--- config.mk ---
export PLATFORM = sky130hd
export DESIGN_NAME = axis_digit_scheduler
export DESIGN_NICKNAME = d
export VERILOG_FILES = /design/src/rtl/accel_pkg.sv /design/src/rtl/seq_divider.sv /design/src/rtl/axis_digit_scheduler.sv
export SDC_FILE = /design/constraint.sdc
export NUM_CORES = 1
export LEC_CHECK = 0
export CAP_MARGIN = 10
export CORE_UTILIZATION = 35
export CTS_CLUSTER_DIAMETER = 150
export DETAILED_ROUTE_END_ITERATION = 7
export PLACE_DENSITY = 0.5
export SLEW_MARGIN = 20
export SYNTH_ARGS = -nofsm -noshare
export SYNTH_HDL_FRONTEND = slang
export SYNTH_HIERARCHICAL = 1
export SYNTH_SLANG_ARGS = --single-unit
export TNS_END_PERCENT = 1
--- constraint.sdc ---
create_clock -name clk -period 17 [get_ports clk]
set_input_delay 5.1 -clock clk [delete_from_list [all_inputs] [get_ports clk]]
set_output_delay 5.1 -clock clk [all_outputs]
set_load 0.005 [all_outputs]
--- src/rtl/accel_pkg.sv ---
// Shared constants and types for the accelerometer digit scheduler.
//   DATA_W       width of the signed axis samples
//   DIVISOR      first-stage scale divisor
//   SAT_MAX      largest scaled value that fits on two seven-segment digits
//   DIV1_CYCLES  iterations of the first (scale) division
//   DIV2_CYCLES  iterations of the second (tens/ones) division
package accel_pkg;

  localparam int DATA_W      = 16;
  localparam int DIVISOR     = 10;
  localparam int SAT_MAX     = 99;
  localparam int DIV1_CYCLES = 16;
  localparam int DIV2_CYCLES = 8;

  typedef enum logic [2:0] {
    ST_IDLE   = 3'd0,
    ST_LOAD   = 3'd1,
    ST_DIV1   = 3'd2,
    ST_DIV2   = 3'd3,
    ST_STORE  = 3'd4,
    ST_COMMIT = 3'd5
  } state_e;

  typedef enum logic [1:0] {
    AX_X = 2'd0,
    AX_Y = 2'd1,
    AX_Z = 2'd2
  } axis_e;

  // Everything shown for one axis.
  typedef struct packed {
    logic [7:0] scaled;
    logic [3:0] tens;
    logic [3:0] ones;
    logic       neg;
    logic       sat;
  } digits_t;

endpackage

--- src/rtl/seq_divider.sv ---
// Restoring sequential divider, one quotient bit per clock.
//   clk, rst          clock and asynchronous active-high reset
//   start             load operands; the first iteration happens on this edge
//   nbits             number of iterations to run (1..WIDTH)
//   dividend, divisor unsigned operands
//   quotient          quotient bits accumulate in the low nbits bits
//   remainder         remainder of the processed bits
//   valid             one-cycle pulse once the last iteration has landed
// Bits are consumed MSB first, so a run shorter than WIDTH divides the top
// nbits bits of the dividend: callers left-align short operands.
module seq_divider #(
  parameter int WIDTH = 16,
  localparam int CW   = $clog2(WIDTH + 1)
) (
  input  logic             clk,
  input  logic             rst,
  input  logic             start,
  input  logic [CW-1:0]    nbits,
  input  logic [WIDTH-1:0] dividend,
  input  logic [WIDTH-1:0] divisor,
  output logic [WIDTH-1:0] quotient,
  output logic [WIDTH-1:0] remainder,
  output logic             valid
);

  logic [WIDTH-1:0] quo_q, quo_d;
  logic [WIDTH-1:0] rem_q, rem_d;
  logic [WIDTH-1:0] div_q, div_d;
  logic [CW-1:0]    cnt_q, cnt_d;
  logic             valid_q, valid_d;

  logic [WIDTH-1:0] src_quo;
  logic [WIDTH-1:0] src_rem;
  logic [WIDTH-1:0] src_div;
  logic [WIDTH:0]   trial;
  logic [WIDTH:0]   trial_sub;
  logic             step_ge;

  // One restoring step on either fresh operands (start) or the running state.
  always_comb begin
    src_quo   = start ? dividend : quo_q;
    src_rem   = start ? {WIDTH{1'b0}} : rem_q;
    src_div   = start ? divisor : div_q;
    trial     = {src_rem, src_quo[WIDTH-1]};
    step_ge   = (trial >= {1'b0, src_div});
    trial_sub = trial - {1'b0, src_div};

    quo_d   = quo_q;
    rem_d   = rem_q;
    div_d   = div_q;
    cnt_d   = cnt_q;
    valid_d = 1'b0;

    if (start) begin
      quo_d   = {src_quo[WIDTH-2:0], step_ge};
      rem_d   = step_ge ? trial_sub[WIDTH-1:0] : trial[WIDTH-1:0];
      div_d   = divisor;
      cnt_d   = nbits - CW'(1);
      valid_d = (nbits == CW'(1));
    end else if (cnt_q != {CW{1'b0}}) begin
      quo_d   = {src_quo[WIDTH-2:0], step_ge};
      rem_d   = step_ge ? trial_sub[WIDTH-1:0] : trial[WIDTH-1:0];
      cnt_d   = cnt_q - CW'(1);
      valid_d = (cnt_q == CW'(1));
    end else begin
      quo_d = quo_q;
    end
  end

  // Divider state registers.
  always_ff @(posedge clk or posedge rst) begin
    if (rst) begin
      quo_q   <= {WIDTH{1'b0}};
      rem_q   <= {WIDTH{1'b0}};
      div_q   <= {WIDTH{1'b0}};
      cnt_q   <= {CW{1'b0}};
      valid_q <= 1'b0;
    end else begin
      quo_q   <= quo_d;
      rem_q   <= rem_d;
      div_q   <= div_d;
      cnt_q   <= cnt_d;
      valid_q <= valid_d;
    end
  end

  assign quotient  = quo_q;
  assign remainder = rem_q;
  assign valid     = valid_q;

endmodule

--- src/rtl/axis_digit_scheduler.sv ---
// Turns one X/Y/Z accelerometer sample into saturated two-digit values for
// the seven-segment drivers, using a single shared sequential divider.
//   clk, rst              clock and asynchronous active-high reset
//   sample_valid          one-cycle request to process data_x/y/z
//   data_x/y/z            signed samples, snapshotted on acceptance
//   scaled_*              min(|data|/DIVISOR, SAT_MAX)
//   tens_*, ones_*        decimal digits of scaled_*
//   neg_*, sat_*          sample sign and saturation flag
//   busy                  high from the cycle after acceptance through done
//   done                  one-cycle pulse when all three axes update together
//   overrun               one-cycle pulse after a request that was ignored
module axis_digit_scheduler
  import accel_pkg::*;
#(
  parameter int DATA_W  = accel_pkg::DATA_W,
  parameter int DIVISOR = accel_pkg::DIVISOR,
  parameter int SAT_MAX = accel_pkg::SAT_MAX
) (
  input  logic              clk,
  input  logic              rst,
  input  logic              sample_valid,
  input  logic [DATA_W-1:0] data_x,
  input  logic [DATA_W-1:0] data_y,
  input  logic [DATA_W-1:0] data_z,
  output logic [7:0]        scaled_x,
  output logic [7:0]        scaled_y,
  output logic [7:0]        scaled_z,
  output logic [3:0]        tens_x,
  output logic [3:0]        tens_y,
  output logic [3:0]        tens_z,
  output logic [3:0]        ones_x,
  output logic [3:0]        ones_y,
  output logic [3:0]        ones_z,
  output logic              neg_x,
  output logic              neg_y,
  output logic              neg_z,
  output logic              sat_x,
  output logic              sat_y,
  output logic              sat_z,
  output logic              busy,
  output logic              done,
  output logic              overrun
);

  localparam int CW = $clog2(DATA_W + 1);

  state_e            state_q, state_d;
  axis_e             axis_q, axis_d;
  logic [4:0]        cyc_q, cyc_d;
  logic [DATA_W-1:0] snap_x_q, snap_x_d;
  logic [DATA_W-1:0] snap_y_q, snap_y_d;
  logic [DATA_W-1:0] snap_z_q, snap_z_d;
  logic [DATA_W-1:0] abs_q, abs_d;
  logic              neg_q, neg_d;
  logic [7:0]        q_q, q_d;
  logic              sat_q, sat_d;
  digits_t [2:0]     shadow_q, shadow_d;
  digits_t [2:0]     res_q, res_d;
  logic              busy_q, busy_d;
  logic              done_q, done_d;
  logic              overrun_q, overrun_d;

  logic              div_start;
  logic [CW-1:0]     div_nbits;
  logic [DATA_W-1:0] div_dividend;
  logic [DATA_W-1:0] div_divisor;
  logic [DATA_W-1:0] div_quotient;
  logic [DATA_W-1:0] div_remainder;
  logic              div_valid;

  logic [DATA_W-1:0] sel;
  logic              q_clip;
  logic [7:0]        q_val;
  logic              div_unused;

  seq_divider #(.WIDTH(DATA_W)) u_div (
    .clk       (clk),
    .rst       (rst),
    .start     (div_start),
    .nbits     (div_nbits),
    .dividend  (div_dividend),
    .divisor   (div_divisor),
    .quotient  (div_quotient),
    .remainder (div_remainder),
    .valid     (div_valid)
  );

  // Only the low digit of the second-stage remainder is meaningful.
  assign div_unused = ^div_remainder[DATA_W-1:4];

  // Next-state, datapath and divider control.
  always_comb begin
    state_d   = state_q;
    axis_d    = axis_q;
    cyc_d     = cyc_q;
    snap_x_d  = snap_x_q;
    snap_y_d  = snap_y_q;
    snap_z_d  = snap_z_q;
    abs_d     = abs_q;
    neg_d     = neg_q;
    q_d       = q_q;
    sat_d     = sat_q;
    shadow_d  = shadow_q;
    res_d     = res_q;
    done_d    = 1'b0;
    // busy_q also covers the done cycle, so it is the "ignore request" flag.
    overrun_d = sample_valid && busy_q;

    div_start    = 1'b0;
    div_nbits    = CW'(DIV1_CYCLES);
    div_dividend = abs_q;
    div_divisor  = DATA_W'(DIVISOR);

    case (axis_q)
      AX_X:    sel = snap_x_q;
      AX_Y:    sel = snap_y_q;
      AX_Z:    sel = snap_z_q;
      default: sel = snap_x_q;
    endcase

    q_clip = (div_quotient > DATA_W'(SAT_MAX));
    q_val  = q_clip ? 8'(SAT_MAX) : div_quotient[7:0];

    case (state_q)
      ST_IDLE: begin
        if (sample_valid && !busy_q) begin
          snap_x_d = data_x;
          snap_y_d = data_y;
          snap_z_d = data_z;
          axis_d   = AX_X;
          state_d  = ST_LOAD;
        end else begin
          state_d = ST_IDLE;
        end
      end
      ST_LOAD: begin
        // -32768 maps to 32768, which still fits unsigned in DATA_W bits.
        neg_d   = sel[DATA_W-1];
        abs_d   = sel[DATA_W-1] ? (~sel + DATA_W'(1)) : sel;
        cyc_d   = 5'd0;
        state_d = ST_DIV1;
      end
      ST_DIV1: begin
        div_start = (cyc_q == 5'd0);
        if (cyc_q == 5'(DIV1_CYCLES - 1)) begin
          cyc_d   = 5'd0;
          state_d = ST_DIV2;
        end else begin
          cyc_d = cyc_q + 5'd1;
        end
      end
      ST_DIV2: begin
        // First cycle: scale result just landed; clip it and start q/10,
        // left-aligned so an 8-iteration run sees all of q.
        div_nbits    = CW'(DIV2_CYCLES);
        div_dividend = {q_val, {(DATA_W-8){1'b0}}};
        div_divisor  = DATA_W'(10);
        if (div_valid) begin
          div_start = 1'b1;
          q_d       = q_val;
          sat_d     = q_clip;
        end else begin
          div_start = 1'b0;
        end
        if (cyc_q == 5'(DIV2_CYCLES - 1)) begin
          cyc_d   = 5'd0;
          state_d = ST_STORE;
        end else begin
          cyc_d = cyc_q + 5'd1;
        end
      end
      ST_STORE: begin
        shadow_d[axis_q] = '{scaled: q_q,
                             tens:   div_quotient[3:0],
                             ones:   div_remainder[3:0],
                             neg:    neg_q,
                             sat:    sat_q};
        case (axis_q)
          AX_X:    begin axis_d = AX_Y; state_d = ST_LOAD;   end
          AX_Y:    begin axis_d = AX_Z; state_d = ST_LOAD;   end
          AX_Z:    begin axis_d = AX_X; state_d = ST_COMMIT; end
          default: begin axis_d = AX_X; state_d = ST_IDLE;   end
        endcase
      end
      ST_COMMIT: begin
        res_d   = shadow_q;
        done_d  = 1'b1;
        state_d = ST_IDLE;
      end
      default: begin
        state_d = ST_IDLE;
      end
    endcase

    busy_d = (state_d != ST_IDLE) || (state_q == ST_COMMIT);
  end

  // Scheduler state and output registers.
  always_ff @(posedge clk or posedge rst) begin
    if (rst) begin
      state_q   <= ST_IDLE;
      axis_q    <= AX_X;
      cyc_q     <= 5'd0;
      snap_x_q  <= {DATA_W{1'b0}};
      snap_y_q  <= {DATA_W{1'b0}};
      snap_z_q  <= {DATA_W{1'b0}};
      abs_q     <= {DATA_W{1'b0}};
      neg_q     <= 1'b0;
      q_q       <= 8'd0;
      sat_q     <= 1'b0;
      shadow_q  <= '0;
      res_q     <= '0;
      busy_q    <= 1'b0;
      done_q    <= 1'b0;
      overrun_q <= 1'b0;
    end else begin
      state_q   <= state_d;
      axis_q    <= axis_d;
      cyc_q     <= cyc_d;
      snap_x_q  <= snap_x_d;
      snap_y_q  <= snap_y_d;
      snap_z_q  <= snap_z_d;
      abs_q     <= abs_d;
      neg_q     <= neg_d;
      q_q       <= q_d;
      sat_q     <= sat_d;
      shadow_q  <= shadow_d;
      res_q     <= res_d;
      busy_q    <= busy_d;
      done_q    <= done_d;
      overrun_q <= overrun_d;
    end
  end

  assign scaled_x = res_q[0].scaled;
  assign scaled_y = res_q[1].scaled;
  assign scaled_z = res_q[2].scaled;
  assign tens_x   = res_q[0].tens;
  assign tens_y   = res_q[1].tens;
  assign tens_z   = res_q[2].tens;
  assign ones_x   = res_q[0].ones;
  assign ones_y   = res_q[1].ones;
  assign ones_z   = res_q[2].ones;
  assign neg_x    = res_q[0].neg;
  assign neg_y    = res_q[1].neg;
  assign neg_z    = res_q[2].neg;
  assign sat_x    = res_q[0].sat;
  assign sat_y    = res_q[1].sat;
  assign sat_z    = res_q[2].sat;
  assign busy     = busy_q;
  assign done     = done_q;
  assign overrun  = overrun_q;

endmodule

==> results of run 1 <==
[layout make-up]
cell class	count	area, sq um
Fill cell	3250	19200
Sequential cell	249	6230
Multi-Input combinational cell	789	5400
Timing Repair Buffer	119	1170
Clock buffer	38	768
Tap cell	448	561
Inverter	38	153
Clock inverter	11	124
[cell families after synthesis]
logic type | Yosys count | synth area share, %
and+or+nand+nor | 379 | 14.5
adders and majority gates | 31 | 3.30
muxes | 153 | 14.4
xor gates and xnor gates | 27 | 1.97
buffers and inverters | 97 | 3.73
other | 2 | 0.0627
DFF | 249 | 52.0
AOI/OAI and AO/OA | 174 | 10.0
[through the flow]
stage               cell area [sq um]  hold WS [ns]  instances  util (%)
floorplan                       12100         0.440       1135         -
global placement                13500         0.454       1642      40.1
detailed placement              13500         0.459       1643      40.2
CTS                             14400         0.474       1692      42.8
global route                    14400         0.487       1692      42.9
finish                          14400         0.469       1692      42.9
[placed cells by master (no fill, tap or decap), types with 16 or more instances in the layout]
master	n
ha_1	30
nand2_1	229
inv_1	35
o21ai_0	52
nor2b_1	20
clkbuf_16	28
a21oi_1	26
dfrtp_1	249
and2_1	16
xnor2_1	17
nor2_1	38
conb_1	25
mux2_2	110
clkdlybuf4s50_1	107
mux2i_1	36
[worst min path at each step]
stage	from	endpoint	slack [ns]	depth (start not counted)
after floorplan	snap_x_q[13]$_DFFE_PP0N_	snap_x_q[13]$_DFFE_PP0N_	0.44	2
after global placement	abs_q[5]$_DFFE_PP0P_	abs_q[5]$_DFFE_PP0P_	0.45	2
after detailed placement	snap_x_q[13]$_DFFE_PP0N_	snap_x_q[13]$_DFFE_PP0N_	0.46	2
after CTS	snap_x_q[13]$_DFFE_PP0N_	snap_x_q[13]$_DFFE_PP0N_	0.47	2
after global routing	snap_y_q[11]$_DFFE_PP0N_	snap_y_q[11]$_DFFE_PP0N_	0.49	2
final	snap_x_q[13]$_DFFE_PP0N_	snap_x_q[13]$_DFFE_PP0N_	0.47	2
[per-layer routing]
metal / vias up / track usage, % / routed length, microns
met5: - / 0 / 0
met4: 0 / 2.93 / 326
met3: 36 / 2.35 / 1060
met2: 159 / 23.3 / 11300
met1: 3887 / 22.3 / 13100
li1: 4047 / - / -
[worst register-to-register path: cells and delay by family (launching register included)]
family / cells / cell delay, ns
mux: 1 / 0.32
simple gates: 6 / 1.35
fa+ha+maj: 1 / 0.36
flops: 1 / 0.52
buf+inv: 4 / 1.22
compound gates: 3 / 1.54
[flip-flops by register name, indices dropped and copies added (netlist names), 8 cells and up]
name / cells
snap_y_q: 16
scaled_x: 8
u_div/remainder: 16
q_q: 8
scaled_y: 8
shadow_q: 54
scaled_z: 8
snap_z_q: 16
u_div/div_q: 16
u_div/quotient: 16
snap_x_q: 16
abs_q: 16
[power breakdown]
part / switching, W / internal, W / total, W
logic: 0.000399 / 0.000298 / 0.000697
clock network: 0.000238 / 0.000346 / 0.000584
registers: 0.0000646 / 0.000686 / 0.000750
total: 0.000701 / 0.00133 / 0.00203
==> results.cfg, run 1 <==
[outcome]
run_status = finished, final reports clean

[clocking]
cts_tree = yes
cts_buffer_depth = 3
cts_resized = 0
numCtsBuffers = 28
clock_sinks = 249
clkLatencyLatePin_ns = 0.54
cts_setup_buffers = 0
cts_max_level = 1
root_buffer = clkbuf_16
path_clk_slew_ns = 0.06
cts_hold_buf = 0

[global_routing]
grt_pass1_wl_microns = 43800
grt_max_degree = 126
antenna_found_initial = 0
grt_pass1_vias = 8159
overflow = 0
grt_use_total_pct = 15.1

[logic_synthesis]
ys_seq_elements = 249
synthArstFlopShare_pct = 100
syn_avg_cell_area_sq_um = 10.8
synth_cells = 1112
yosysMostFrequentCell = dfrtp_1
yosysTopAreaCell = dfrtp_1
dominantRegCellSynth = dfrtp_1
ys_seq_area_share_pct = 52.0
synthTopCellsByArea = dfrtp_1 52%, mux2_2 10%, nand2_1 7.2%
yosys.area.top_type_share_pct = 52.0
synth-edff-count = 0
synthDistinctLibCells = 79
synthTopCellsByCount = 249 x dfrtp_1, 231 x nand2_1, 110 x mux2_2
yosys_warnings = 6
syn_area_sq_um = 12000

[routing]
post_drt_wl_per_cell_microns = 15.3
wirelength_microns = 25800
drc_errors = 0
detail-route-antenna-nets = 0
via_count = 8129
drt-initial-drc-count = 369
vias_per_cell = 4.80
drt_pass1_iterations = 4

[worst_setup_path]
r2r-start = state_q[2]$_DFF_PP0_
startpoint_type = primary input
endpoint_kind = asynchronous set/reset pin
cp_slowest_cell = buf_4
cpPeakStageDelay_ns = 0.82
crit_family = buffers and inverters
crit_start = rst
worstPathRequired_ns = 17.56
path_buf_inv = 3
rr_worst_depth = 15
crit_path_max_fanout = 125
r2r_setup_slack_ns = 11.55
worst-path-stages = 3
crit_path_end = ones_z[3]$_DFFE_PP0P_
worstPathArrival_ns = 7.22
cp_cell_sequence = clkdlybuf4s50_1, inv_8, buf_4
regToRegEndpoint = u_div/remainder[8]$_DFFE_PP0P_
crit_type = primary input to asynchronous set/reset pin

[placed_design]
hpwl_microns = 17400
dp_slack_ns = 9.65
gp_congestion = 0.783
port_buffers = 107

[cells_and_area]
area_growth_pct = 20.3
diodes = 0
nets = 1307
drive_gt1_share_pct = 17.2

[sta]
finalWorstPathRequiredPeriod_ns = 6.66
tightest_slew_ns = 0.979
hold_viol = 0
tns_ns = 0
fmax_ghz = 0.150
fin_skew_ns = 0.0213
slew_violations = 0
worst_slack_ns = 10.34
max_slew_margin_pct = 34.7
final.period_utilization_pct = 39.2
rsz0062_at_grt = no
finalSetupViolCount = 0

[floorplan]
num_rows = 67
die_w_microns = 187
core_area_sq_um = 33600
start_util_pct = 35.6
fp.dieArea_sq_um = 35000
die_h_microns = 187
io_pins = 108

[worst_hold_path]
hold_class = register to register

[power]
power.density_nw_per_um2 = 141
leakage_nw = 6.84
irDropWorstVdd_v = 0.0000749
totalPowerFinal_w = 0.00203

[job]
cap_violations = 0
No activity file was read; power rests on OpenSTA's default activity.
==> inputs of run 2 (changes only) <==
--- a/config.mk
+++ b/config.mk
@@ -9,7 +9,7 @@
 export CORE_UTILIZATION = 35
 export CTS_CLUSTER_DIAMETER = 150
 export DETAILED_ROUTE_END_ITERATION = 7
-export PLACE_DENSITY = 0.5
+export PLACE_DENSITY = 0.52
 export SLEW_MARGIN = 20
 export SYNTH_ARGS = -nofsm -noshare
 export SYNTH_HDL_FRONTEND = slang
==> constraint.sdc (replaced) <==
create_clock -name clk -period 5.7 [get_ports clk]
set_input_delay 1.71 -clock clk [delete_from_list [all_inputs] [get_ports clk]]
set_output_delay 1.71 -clock clk [all_outputs]
set_load 0.005 [all_outputs]
==> results.cfg, run 2 (same netlist as run 1, synthesis figures left out) <==
[clocking]
clock_sinks = 249
path_clk_slew_ns = 0.06
cts_hold_buf = 0
cts_setup_buffers = 0
cts_max_level = 1
cts_resized = 0
cts_buffer_depth = 3
numCtsBuffers = 28
cts_tree = yes
root_buffer = clkbuf_16
clkLatencyLatePin_ns = 0.57

[routing]
detail-route-antenna-nets = 0
vias_per_cell = 4.80
post_drt_wl_per_cell_microns = 15.4
wirelength_microns = 26200
drt-initial-drc-count = 360
drt_pass1_iterations = 5
drc_errors = 0
via_count = 8156

[worst_hold_path]
worstHoldStart = abs_q[6]$_DFFE_PP0P_
holdPathEnd = abs_q[6]$_DFFE_PP0P_
min_path_cells = 2
hold_class = register to register

[global_routing]
grt_max_degree = 88
overflow = 0
grt_pass1_vias = 8336
grt_use_total_pct = 15.4
grt_pass1_wl_microns = 44500
antenna_found_initial = 0

[floorplan]
core_area_sq_um = 33600
die_h_microns = 187
die_w_microns = 187
fp.dieArea_sq_um = 35000
io_pins = 108
num_rows = 67
start_util_pct = 35.6

[sta]
finalWorstPathRequiredPeriod_ns = 4.66
worst_slack_ns = 1.04
fmax_ghz = 0.214
fin_skew_ns = 0.0238
max_slew_margin_pct = 29.3
tightest_slew_ns = 1.06
tns_ns = 0
finalSetupViolCount = 0
slew_violations = 0
hold_viol = 0
rsz0062_at_grt = no
final.period_utilization_pct = 81.8

[worst_setup_path]
r2r_setup_slack_ns = 1.04
worstPathArrival_ns = 5.07
regToRegEndpoint = u_div/remainder[8]$_DFFE_PP0P_
crit_type = register to register
startpoint_type = register
worstPathRequired_ns = 6.11
endpoint_kind = register
crit_path_max_fanout = 23
cp_slowest_cell = dfrtp_1
cp_cell_sequence = nor2b_1, and2_1, nand2_1, nand2_2, buf_4, buf_4, nor2b_1, ha_1, and2_4, a221oi_2, a21boi_1, or3_1, o21ai_4, o221ai_1
path_buf_inv = 2
r2r-start = state_q[2]$_DFF_PP0_
cpPeakStageDelay_ns = 0.51
crit_family = simple AND/OR/NAND/NOR gates
rr_worst_depth = 14

[cells_and_area]
regMostFlops = shadow_q
mostFrequentLayoutCell = dfrtp_1
area_growth_pct = 20.9
seq_area_sq_um = 6230
largest_reg_flops = 54
diodes = 0
instances_no_fill = 1700
nets = 1312
fillers = 3261
layout_common_cells = 249 x dfrtp_1, 229 x nand2_1, 110 x mux2_2
drive_gt1_share_pct = 17.7
fin_area_sq_um = 14500
multiInputGateArea_sq_um = 5400

[power]
irDropWorstVdd_v = 0.000325
seq_power_share_pct = 36.7
leakage_nw = 6.89
power.density_nw_per_um2 = 423
totalPowerFinal_w = 0.00612
swShare_pct = 34.5
p_sw_w = 0.00211
p_int_w = 0.00401
p_clk_share_pct = 29.3
p_comb_share_pct = 34.0

[job]
cap_violations = 0

[placed_design]
port_buffers = 107
dpl-instance-area_sq_um = 13500
dp.cells = 1648
dp_slack_ns = 1.04
hpwl_microns = 17900
gp_congestion = 0.834

[outcome]
run_status = finished, final reports clean
==> run 2: worst max-delay path by stage <==
stage	from	endpoint	slack, ns	cells after the start
floorplan	state_q[1]$_DFF_PP0_	u_div/remainder[13]$_DFFE_PP0P_	1.35	18
detailed placement	state_q[2]$_DFF_PP0_	u_div/remainder[8]$_DFFE_PP0P_	1.04	14
finish	state_q[2]$_DFF_PP0_	u_div/remainder[8]$_DFFE_PP0P_	1.04	14
global placement	state_q[2]$_DFF_PP0_	u_div/remainder[8]$_DFFE_PP0P_	1.16	14
CTS	state_q[2]$_DFF_PP0_	u_div/remainder[8]$_DFFE_PP0P_	1.03	14
global route	state_q[2]$_DFF_PP0_	u_div/remainder[8]$_DFFE_PP0P_	0.69	14
==> run 2: area by class of cell <==
class                           count  area share, %
Tap cell                          448           3.87
Sequential cell                   249           43.0
Clock buffer                       42           5.55
Clock inverter                     10          0.890
Inverter                           38           1.03
Timing Repair Buffer              124           8.36
Multi-Input combinational cell    789           37.3
==> run 2: power groups by stage <==
stage                     clock (W)  combinational, W  sequential, W
after floorplan                   0           0.00169        0.00219
after global routing        0.00192           0.00233        0.00229
after CTS                   0.00186           0.00208        0.00225
after global placement            0           0.00206        0.00228
after detailed placement          0           0.00206        0.00228
final                       0.00180           0.00208        0.00224
==> run 2: worst register-to-register path: cells and delay by family (launching register included) <==
family | cells | cell delay (ns)
flip-flops | 1 | 0.51
adder cells (fa/ha/maj) | 1 | 0.35
AO/OA/AOI/OAI | 4 | 1.10
buffers and inverters | 2 | 0.63
AND/OR/NAND/NOR | 7 | 1.95
==> run 2: per-layer routing <==
layer  part of all wire, %  up-vias  wire length [microns]  GRT usage, %
li1                      -     4047                      -             -
met1                    50     3904                  13200          22.8
met2                    44      178                  11500          23.7
met3                   4.2       27                   1100          2.12
met4                   1.6        0                    423          3.59
met5                     0        -                      0             0
==> run 2: through the flow <==
step | hold WS (ns) | utilization, %
after floorplan | 0.440 | -
after global placement | 0.454 | 40.3
after detailed placement | 0.462 | 40.3
after CTS | 0.476 | 43.1
after global routing | 0.491 | 43.1
final | 0.468 | 43.1
